<file path="src/rtl/bnn_instr_encoder.sv">
// Expands one BNN layer command into a BNNCMS / N x BCNV / BNN sequence of
// custom-opcode instruction words, streamed out over a valid/ready port.
module bnn_instr_encoder #(
    parameter int unsigned COUNT_W = 8
) (
    input  logic               clk,
    input  logic               reset,
    input  logic               cmd_valid,
    output logic               cmd_ready,
    input  logic [11:0]        cmd_size,
    input  logic [4:0]         cmd_rs1,
    input  logic [4:0]         cmd_rs2,
    input  logic [4:0]         cmd_rd,
    input  logic [COUNT_W-1:0] cmd_count,
    input  logic [11:0]        cmd_thresh,
    output logic               instr_valid,
    input  logic               instr_ready,
    output logic [31:0]        instr_word,
    output logic               busy,
    output logic               done
);

    localparam logic [6:0] OPCODE = 7'h7F;

    typedef enum logic [2:0] {
        S_IDLE,
        S_CMS,
        S_CNV,
        S_BNN,
        S_DONE
    } state_t;

    state_t state, state_nx;

    logic [11:0]        size_r;
    logic [11:0]        thr_r;
    logic [4:0]         rs1_r;
    logic [4:0]         rs2_r;
    logic [4:0]         rd_r;
    logic [COUNT_W-1:0] count_r;
    logic [COUNT_W-1:0] idx;
    logic [4:0]         rs1_i;
    logic [4:0]         rs2_i;
    logic               instr_fire;
    logic               cnv_last;

    // Register stepping wraps 31 -> 1 so x0 is never produced by stepping.
    function automatic logic [4:0] step_reg(input logic [4:0] r);
        return (r == 5'd31) ? 5'd1 : r + 5'd1;
    endfunction

    function automatic logic [31:0] cms_word(input logic [11:0] sz, input logic [4:0] rs1,
                                             input logic [4:0] rd);
        return {sz, rs1, 3'b000, rd, OPCODE};
    endfunction

    function automatic logic [31:0] cnv_word(input logic [4:0] rs1, input logic [4:0] rs2,
                                             input logic [4:0] rd);
        return {7'b0, rs2, rs1, 3'b001, rd, OPCODE};
    endfunction

    function automatic logic [31:0] bnn_word(input logic [11:0] thr, input logic [4:0] rs1,
                                             input logic [4:0] rs2);
        return {thr[11:5], rs2, rs1, 3'b010, thr[4:0], OPCODE};
    endfunction

    assign instr_fire = instr_valid && instr_ready;
    assign cnv_last   = (idx == count_r - COUNT_W'(1));

    always_ff @(posedge clk) begin
        if (reset) begin
            state <= S_IDLE;
        end else begin
            state <= state_nx;
        end
    end

    always_comb begin
        state_nx    = state;
        cmd_ready   = 1'b0;
        instr_valid = 1'b0;
        busy        = 1'b1;
        done        = 1'b0;
        case (state)
            S_IDLE: begin
                cmd_ready = 1'b1;
                busy      = 1'b0;
                if (cmd_valid) state_nx = S_CMS;
            end
            S_CMS: begin
                instr_valid = 1'b1;
                if (instr_ready) state_nx = (count_r != '0) ? S_CNV : S_BNN;
            end
            S_CNV: begin
                instr_valid = 1'b1;
                if (instr_ready && cnv_last) state_nx = S_BNN;
            end
            S_BNN: begin
                instr_valid = 1'b1;
                if (instr_ready) state_nx = S_DONE;
            end
            S_DONE: begin
                done     = 1'b1;
                state_nx = S_IDLE;
            end
            default: state_nx = S_IDLE;
        endcase
    end

    // The next word is loaded on the handshake of the current one, so
    // instr_word is already stable when the following state presents it.
    always_ff @(posedge clk) begin
        if (reset) begin
            instr_word <= '0;
            size_r     <= '0;
            thr_r      <= '0;
            rs1_r      <= '0;
            rs2_r      <= '0;
            rd_r       <= '0;
            count_r    <= '0;
            idx        <= '0;
            rs1_i      <= '0;
            rs2_i      <= '0;
        end else begin
            case (state)
                S_IDLE: begin
                    if (cmd_valid) begin
                        size_r     <= cmd_size;
                        thr_r      <= cmd_thresh;
                        rs1_r      <= cmd_rs1;
                        rs2_r      <= cmd_rs2;
                        rd_r       <= cmd_rd;
                        count_r    <= cmd_count;
                        idx        <= '0;
                        instr_word <= cms_word(cmd_size, cmd_rs1, cmd_rd);
                    end
                end
                S_CMS: begin
                    if (instr_fire) begin
                        if (count_r != '0) begin
                            instr_word <= cnv_word(rs1_r, rs2_r, rd_r);
                            rs1_i      <= step_reg(rs1_r);
                            rs2_i      <= step_reg(rs2_r);
                        end else begin
                            instr_word <= bnn_word(thr_r, rs1_r, rs2_r);
                        end
                    end
                end
                S_CNV: begin
                    if (instr_fire) begin
                        if (cnv_last) begin
                            instr_word <= bnn_word(thr_r, rs1_r, rs2_r);
                        end else begin
                            instr_word <= cnv_word(rs1_i, rs2_i, rd_r);
                            rs1_i      <= step_reg(rs1_i);
                            rs2_i      <= step_reg(rs2_i);
                            idx        <= idx + COUNT_W'(1);
                        end
                    end
                end
                default: ;
            endcase
        end
    end

endmodule

</file>
<file path="config.mk">
export PLATFORM = sky130hd
export DESIGN_NAME = bnn_instr_encoder
export DESIGN_NICKNAME = d
export VERILOG_FILES = /design/src/rtl/bnn_instr_encoder.sv
export SDC_FILE = /design/constraint.sdc
export NUM_CORES = 1
export LEC_CHECK = 0
export CAP_MARGIN = 20
export CELL_PAD_IN_SITES_DETAIL_PLACEMENT = 0
export CELL_PAD_IN_SITES_GLOBAL_PLACEMENT = 1
export CORE_MARGIN = 2
export CORE_UTILIZATION = 33
export DETAILED_ROUTE_END_ITERATION = 16
export MAX_ROUTING_LAYER = met4
export PLACE_DENSITY = 0.74
export SETUP_SLACK_MARGIN = 0.02
export SKIP_CTS_REPAIR_TIMING = 1
export SLEW_MARGIN = 30
export SYNTH_ARGS = -nofsm -noshare
export SYNTH_HDL_FRONTEND = slang
export SYNTH_SLANG_ARGS = --single-unit
</file>
<file path="constraint.sdc">
create_clock -name clk -period 2.2 [get_ports clk]
set_input_delay 0.33 -clock clk [delete_from_list [all_inputs] [get_ports clk]]
set_output_delay 0.33 -clock clk [all_outputs]
set_load 0.01 [all_outputs]
</file>
After elaboration in Yosys (flattened, before gate mapping)
Index checks and enable logic that the tools add are counted.
{"block": "word_totals", "out_inout_bits": 36, "ff_bits": 88, "word_cells": 80, "in_bits": 51}
{"block": "classes", "n_reduce_logical": 13, "n_mux": 34, "n_addsub": 6, "eq_ne": 17}
{"operator": "2-to-1 mux 32 bit", "count": 5}
{"operator": "case mux 32 bit (3 select lines)", "count": 1}
{"operator": "2-to-1 mux 5 bit", "count": 12}
{"operator": "2-to-1 mux 8 bit", "count": 3}
{"operator": "adder 5 x 1 -> 5 bit (second input constant)", "count": 4}
{"operator": "equality test 5 bit (second input constant)", "count": 4}
{"operator": "case mux 5 bit (2 select lines)", "count": 2}
{"operator": "inequality test 2 bit (second input constant)", "count": 8}
{"operator": "case mux 8 bit (2 select lines)", "count": 1}
{"operator": "2-to-1 mux 3 bit", "count": 4}
{"operator": "case mux 3 bit (4 select lines)", "count": 1}
{"operator": "AND reduction 4 bit", "count": 3}
{"operator": "adder 8 x 1 -> 8 bit (second input constant)", "count": 1}
{"operator": "equality test 8 bit", "count": 1}
{"operator": "nonzero test 8 bit", "count": 1}
{"operator": "subtractor 8 x 1 -> 8 bit (second input constant)", "count": 1}
{"operator": "equality test 3 x 2 -> 1 bit (second input constant)", "count": 2}
{"operator": "2-to-1 mux 1 bit", "count": 5}
{"operator": "AND reduction 5 bit", "count": 1}
{"operator": "nonzero test 2 bit", "count": 2}
{"operator": "equality test 3 x 1 -> 1 bit (second input constant)", "count": 1}
{"operator": "equality test 3 bit (second input constant)", "count": 1}
{"operator": "logical NOT 3 bit", "count": 1}
{"operator": "nonzero test 3 bit", "count": 1}
{"operator": "other kinds (3)", "count": 4}

Depth between registers and ports, before layout
{"block": "depth", "ltp_word": 6, "depth_mapped": 11, "depth_no_buf": 9}

Worst setup path before layout
No wires, ideal clock.
{"block": "synth_timing", "kind": "register to register", "startpoint": "register count_r[0]", "endpoint": "register instr_word[22]", "period_less_slack_ns": 2.457, "arrival_ns": 2.319, "required_ns": 2.062, "path_buffers": 2, "setup_time_ns": 0.138, "path_slack_ns": -0.257, "stages_incl_launch_ff": 12, "cell_sequence": "dfxtp_1 buf_2 inv_1 ha_1 o21bai_1 a2111oi_0 a311o_1 o2111a_1 nor2_1 buf_4 a221oi_1 o32ai_1"}
{"block": "synth_between", "elab_chain_cells": 5}
{"item": "start, declared", "line": "40", "source": "logic [COUNT_W-1:0] count_r;"}
{"item": "start signal, assigned", "line": "133", "source": "count_r <= cmd_count;"}
{"item": "subtractor 8 x 1 -> 8 bit", "line": "68", "source": "assign cnv_last = (idx == count_r - COUNT_W'(1));"}
{"item": "equality test 8 bit", "line": "68"}
{"item": "2-to-1 mux 32 bit", "line": "151", "source": "if (cnv_last) begin"}
{"item": "2-to-1 mux 32 bit", "line": "150", "source": "if (instr_fire) begin"}
{"item": "case mux 32 bit (3 select lines)", "line": "125", "source": "case (state)"}
{"item": "end signal, assigned", "line": "135", "source": "instr_word <= cms_word(cmd_size, cmd_rs1, cmd_rd);"}
{"item": "end signal, assigned", "line": "152", "source": "instr_word <= bnn_word(thr_r, rs1_r, rs2_r);"}
{"item": "end signal, assigned", "line": "154", "source": "instr_word <= cnv_word(rs1_i, rs2_i, rd_r);"}
{"item": "end, declared", "line": "18", "source": "output logic [31:0] instr_word,"}
No other way between the ends. The select of a mux whose other input is x is not followed.
A chain may end at the register's enable or synchronous reset.

Worst setup path after layout
{"block": "layout_timing", "startpoint": "register count_r[5]", "endpoint": "register idx[5]"}
{"block": "layout_between", "elab_chain_cells": 4}
{"item": "subtractor 8 x 1 -> 8 bit", "line": "68"}
{"item": "equality test 8 bit", "line": "68"}
{"item": "inequality test 2 bit (no source line)"}
{"item": "AND reduction 4 bit (no source line)"}
{"item": "end signal, assigned", "line": "157", "source": "idx <= idx + COUNT_W'(1);"}
{"item": "end, declared", "line": "41", "source": "logic [COUNT_W-1:0] idx;"}
No other way between the ends.

==> impl_metrics.json <==
{
  "sw_frac_of_total_pct": 32.1,
  "final_cell_mix": "nand2_1, clkdlybuf4s50_1, dfxtp_1",
  "synth_top_cell_by_area": "dfxtp_1",
  "power_density_mw_per_mm2": 832,
  "critPathMaxFanout": 9,
  "coreArea_mm2": 0.0120,
  "cts_tree": "built",
  "synthMuxAreaShare_pct": 0,
  "synthArstFlopShare_pct": 0,
  "finalWirelength_um": 12100,
  "start_util_pct": 33.6,
  "synth_compound_area_share_pct": 23.6,
  "reg2reg_slack_ps": -220,
  "startpoint": "count_r[5]",
  "avgSynthCellArea_um2": 7.97,
  "fin_crit_sh_pct": 110,
  "via_per_inst": 5.29,
  "synth_top_family_by_area": "compound AO/OA/AOI/OAI gates",
  "status": "complete, but fails checks",
  "synthFlopType": "dfxtp_1",
  "grtUsageTotal_pct": 19.3,
  "p_switching_mw": 1.55,
  "n_antenna_cell": 0,
  "seq_area_frac_synth_pct": 40.3,
  "rr_worst_depth": 10,
  "seqPwrFrac_pct": 37.0,
  "yosys.area_share.adder_pct": 3.42,
  "worst-slew-pin-transition_ps": 699,
  "portBuffers": 85,
  "synth_xor_area_share_pct": 3.92,
  "clk_path_buf_depth": 2,
  "violations": "negative setup slack",
  "grt-ovfl-total": 0,
  "postRouteAntennaNets": 0,
  "relSlewSlack_pct": 53.4,
  "area_delta_synth_final_pct": 44.7,
  "dr.pass1.iters": 4,
  "synth.top_cell.area_share_pct": 40.3,
  "r2r_end": "idx[5]",
  "power_leakage_nw": 2.18,
  "worstHoldPathType": "reg2reg",
  "ios": 87,
  "layout.nets": 672,
  "synthCells": 505,
  "die_w_um": 114,
  "yosys_warnings": 0,
  "final_hold_viol_count": 0,
  "ys_ff_latch": 81,
  "die-area_mm2": 0.0131,
  "ir_worst_vdd_uv": 324,
  "layout_commonest_cell": "nand2_1",
  "cts-buffers-inserted": 9,
  "grt_max_degree": 38,
  "layout_min_cycle_time_ps": 2420,
  "fin_skew_ps": 8.85,
  "clk-insertion-delay-late_ps": 340,
  "synth.area.top_cells": "dfxtp_1, nand2_1, a21oi_1",
  "layoutNonFillerInstCount": 762,
  "synth_cell_type_count": 51,
  "avgRoutedWirePerCell_um": 15.9,
  "drt_iter0_drc": 192,
  "postLayoutSetupSlackWorst_ps": -224,
  "drc_errors": 0,
  "cap_viol_max_count": 0,
  "setup_viol": 43,
  "required_ps": 2420,
  "rsz0062_at_grt": "true",
  "synth_fp_nets": 567,
  "synth_edf_count": 0,
  "crit_path_end_kind": "register",
  "placed_area_mm2": 0.00533,
  "place_congestion": 0.839,
  "h-tree-depth": 3,
  "layout-drive-gt1-share_pct": 18.2,
  "internal-power_mw": 3.29,
  "grt_antenna_before_repair": 0,
  "crit_end": "idx[5]",
  "start_kind": "register",
  "vias": 4030,
  "cp.arrival_ps": 2640,
  "die_h_um": 114,
  "rows": 40,
  "comb_power_share_pct": 32.2,
  "grt_pass1_wl_um": 19700,
  "clockRootBuffer": "clkbuf_16",
  "synth_area_mm2": 0.00402,
  "drv_slew": 0,
  "final_cell_area_mm2": 0.00582,
  "path_class": "reg2reg",
  "max_freq_mhz": 413,
  "path_clk_slew_ps": 60,
  "dp_cells": 744,
  "p_clk_share_pct": 30.8,
  "synth-simple-area-share_pct": 23.0,
  "r2r-start": "count_r[5]",
  "dp.final_hpwl_um": 8610,
  "grt_pass1_vias": 4046,
  "cts_num_sinks": 81
}
-- cell type report --
class,count,area (um2)
timing repair buffer,137,1270
fill,1174,6140
multi-input combinational,373,2410
tap,147,184
clock buffer,11,233
sequential,81,1630
inverter,8,32.5
clock inverter,5,56.3
-- cell usage after synthesis (8+ instances only) --
| library cell | count |
|---|---|
| a211oi_1 | 8 |
| a21oi_1 | 48 |
| a221oi_1 | 23 |
| buf_4 | 8 |
| clkbuf_1 | 29 |
| dfxtp_1 | 81 |
| ha_1 | 11 |
| inv_1 | 8 |
| nand2_1 | 96 |
| nor2_1 | 41 |
| nor3_1 | 17 |
| o21ai_0 | 16 |
| o32ai_1 | 9 |
| xnor2_1 | 13 |
-- metal layers --
layer	global-route usage, %	up-vias	routed length, um
li1	-	2005	-
met1	25.2	1916	5890
met2	30.6	98	5540
met3	3.18	11	504
met4	6.50	0	160
met5	-	-	0
-- critical path: stages (launching register included) --
cell	delay [ps]
dfxtp_2	340
nor4_4	380
a211oi_2	130
a311o_1	370
buf_4	160
o2111ai_4	210
buf_6	150
o21ai_4	60
buf_4	190
o31ai_4	250
a21boi_2	70
-- worst min path at each step --
stage / depth (start not counted) / startpoint / end / slack (ps)
6_report: 2 / rd_r[2] / rd_r[2] / 450
5_1_grt: 2 / rd_r[1] / rd_r[1] / 470
4_1_cts: 2 / rd_r[2] / rd_r[2] / 450
3_5_place_dp: 2 / rd_r[2] / rd_r[2] / 450
3_3_place_gp: 2 / thr_r[8] / thr_r[8] / 440
2_1_floorplan: 2 / thr_r[0] / thr_r[0] / 440
-- kinds of logic (layout without fill, tap and decap cells) --
kind of cell | after synthesis | in the layout
buffers and inverters | 51 | 161
AND/OR/NAND/NOR | 203 | 203
adder cells (fa/ha/maj) | 11 | 11
other | 1 | 1
XOR/XNOR | 18 | 18
AO/OA/AOI/OAI | 140 | 140
flip-flops | 81 | 81
-- power groups by stage --
stage	Clock [mW]	Combinational, mW	Sequential, mW
finish	1.49	1.56	1.79
global route	1.58	1.70	1.82
CTS	1.52	1.45	1.79
detailed placement	0	1.45	1.82
global placement	0	1.43	1.81
floorplan	0	0.766	1.81
-- flip-flops by register name, summed over array words and instances, names as in the netlist --
signal	flops
count_r	8
idx	8
instr_word	25
rd_r	5
rs1_i	5
rs1_r	5
rs2_i	5
rs2_r	5
state	3
thr_r	12
-- per-stage QoR --
stage | power, mW | util, % | setup WS, ps | hold slack [ps] | TNS [ps]
floorplan | 2.58 | - | 16.0 | 436 | 0
global placement | 3.24 | 44.5 | -304 | 443 | -7260
detailed placement | 3.26 | 44.5 | -404 | 447 | -9260
CTS | 4.76 | 47.0 | -395 | 455 | -10030
global route | 5.10 | 48.7 | -361 | 472 | -12770
finish | 4.84 | 48.7 | -224 | 454 | -7400
Power figures use the tool's default switching activity.
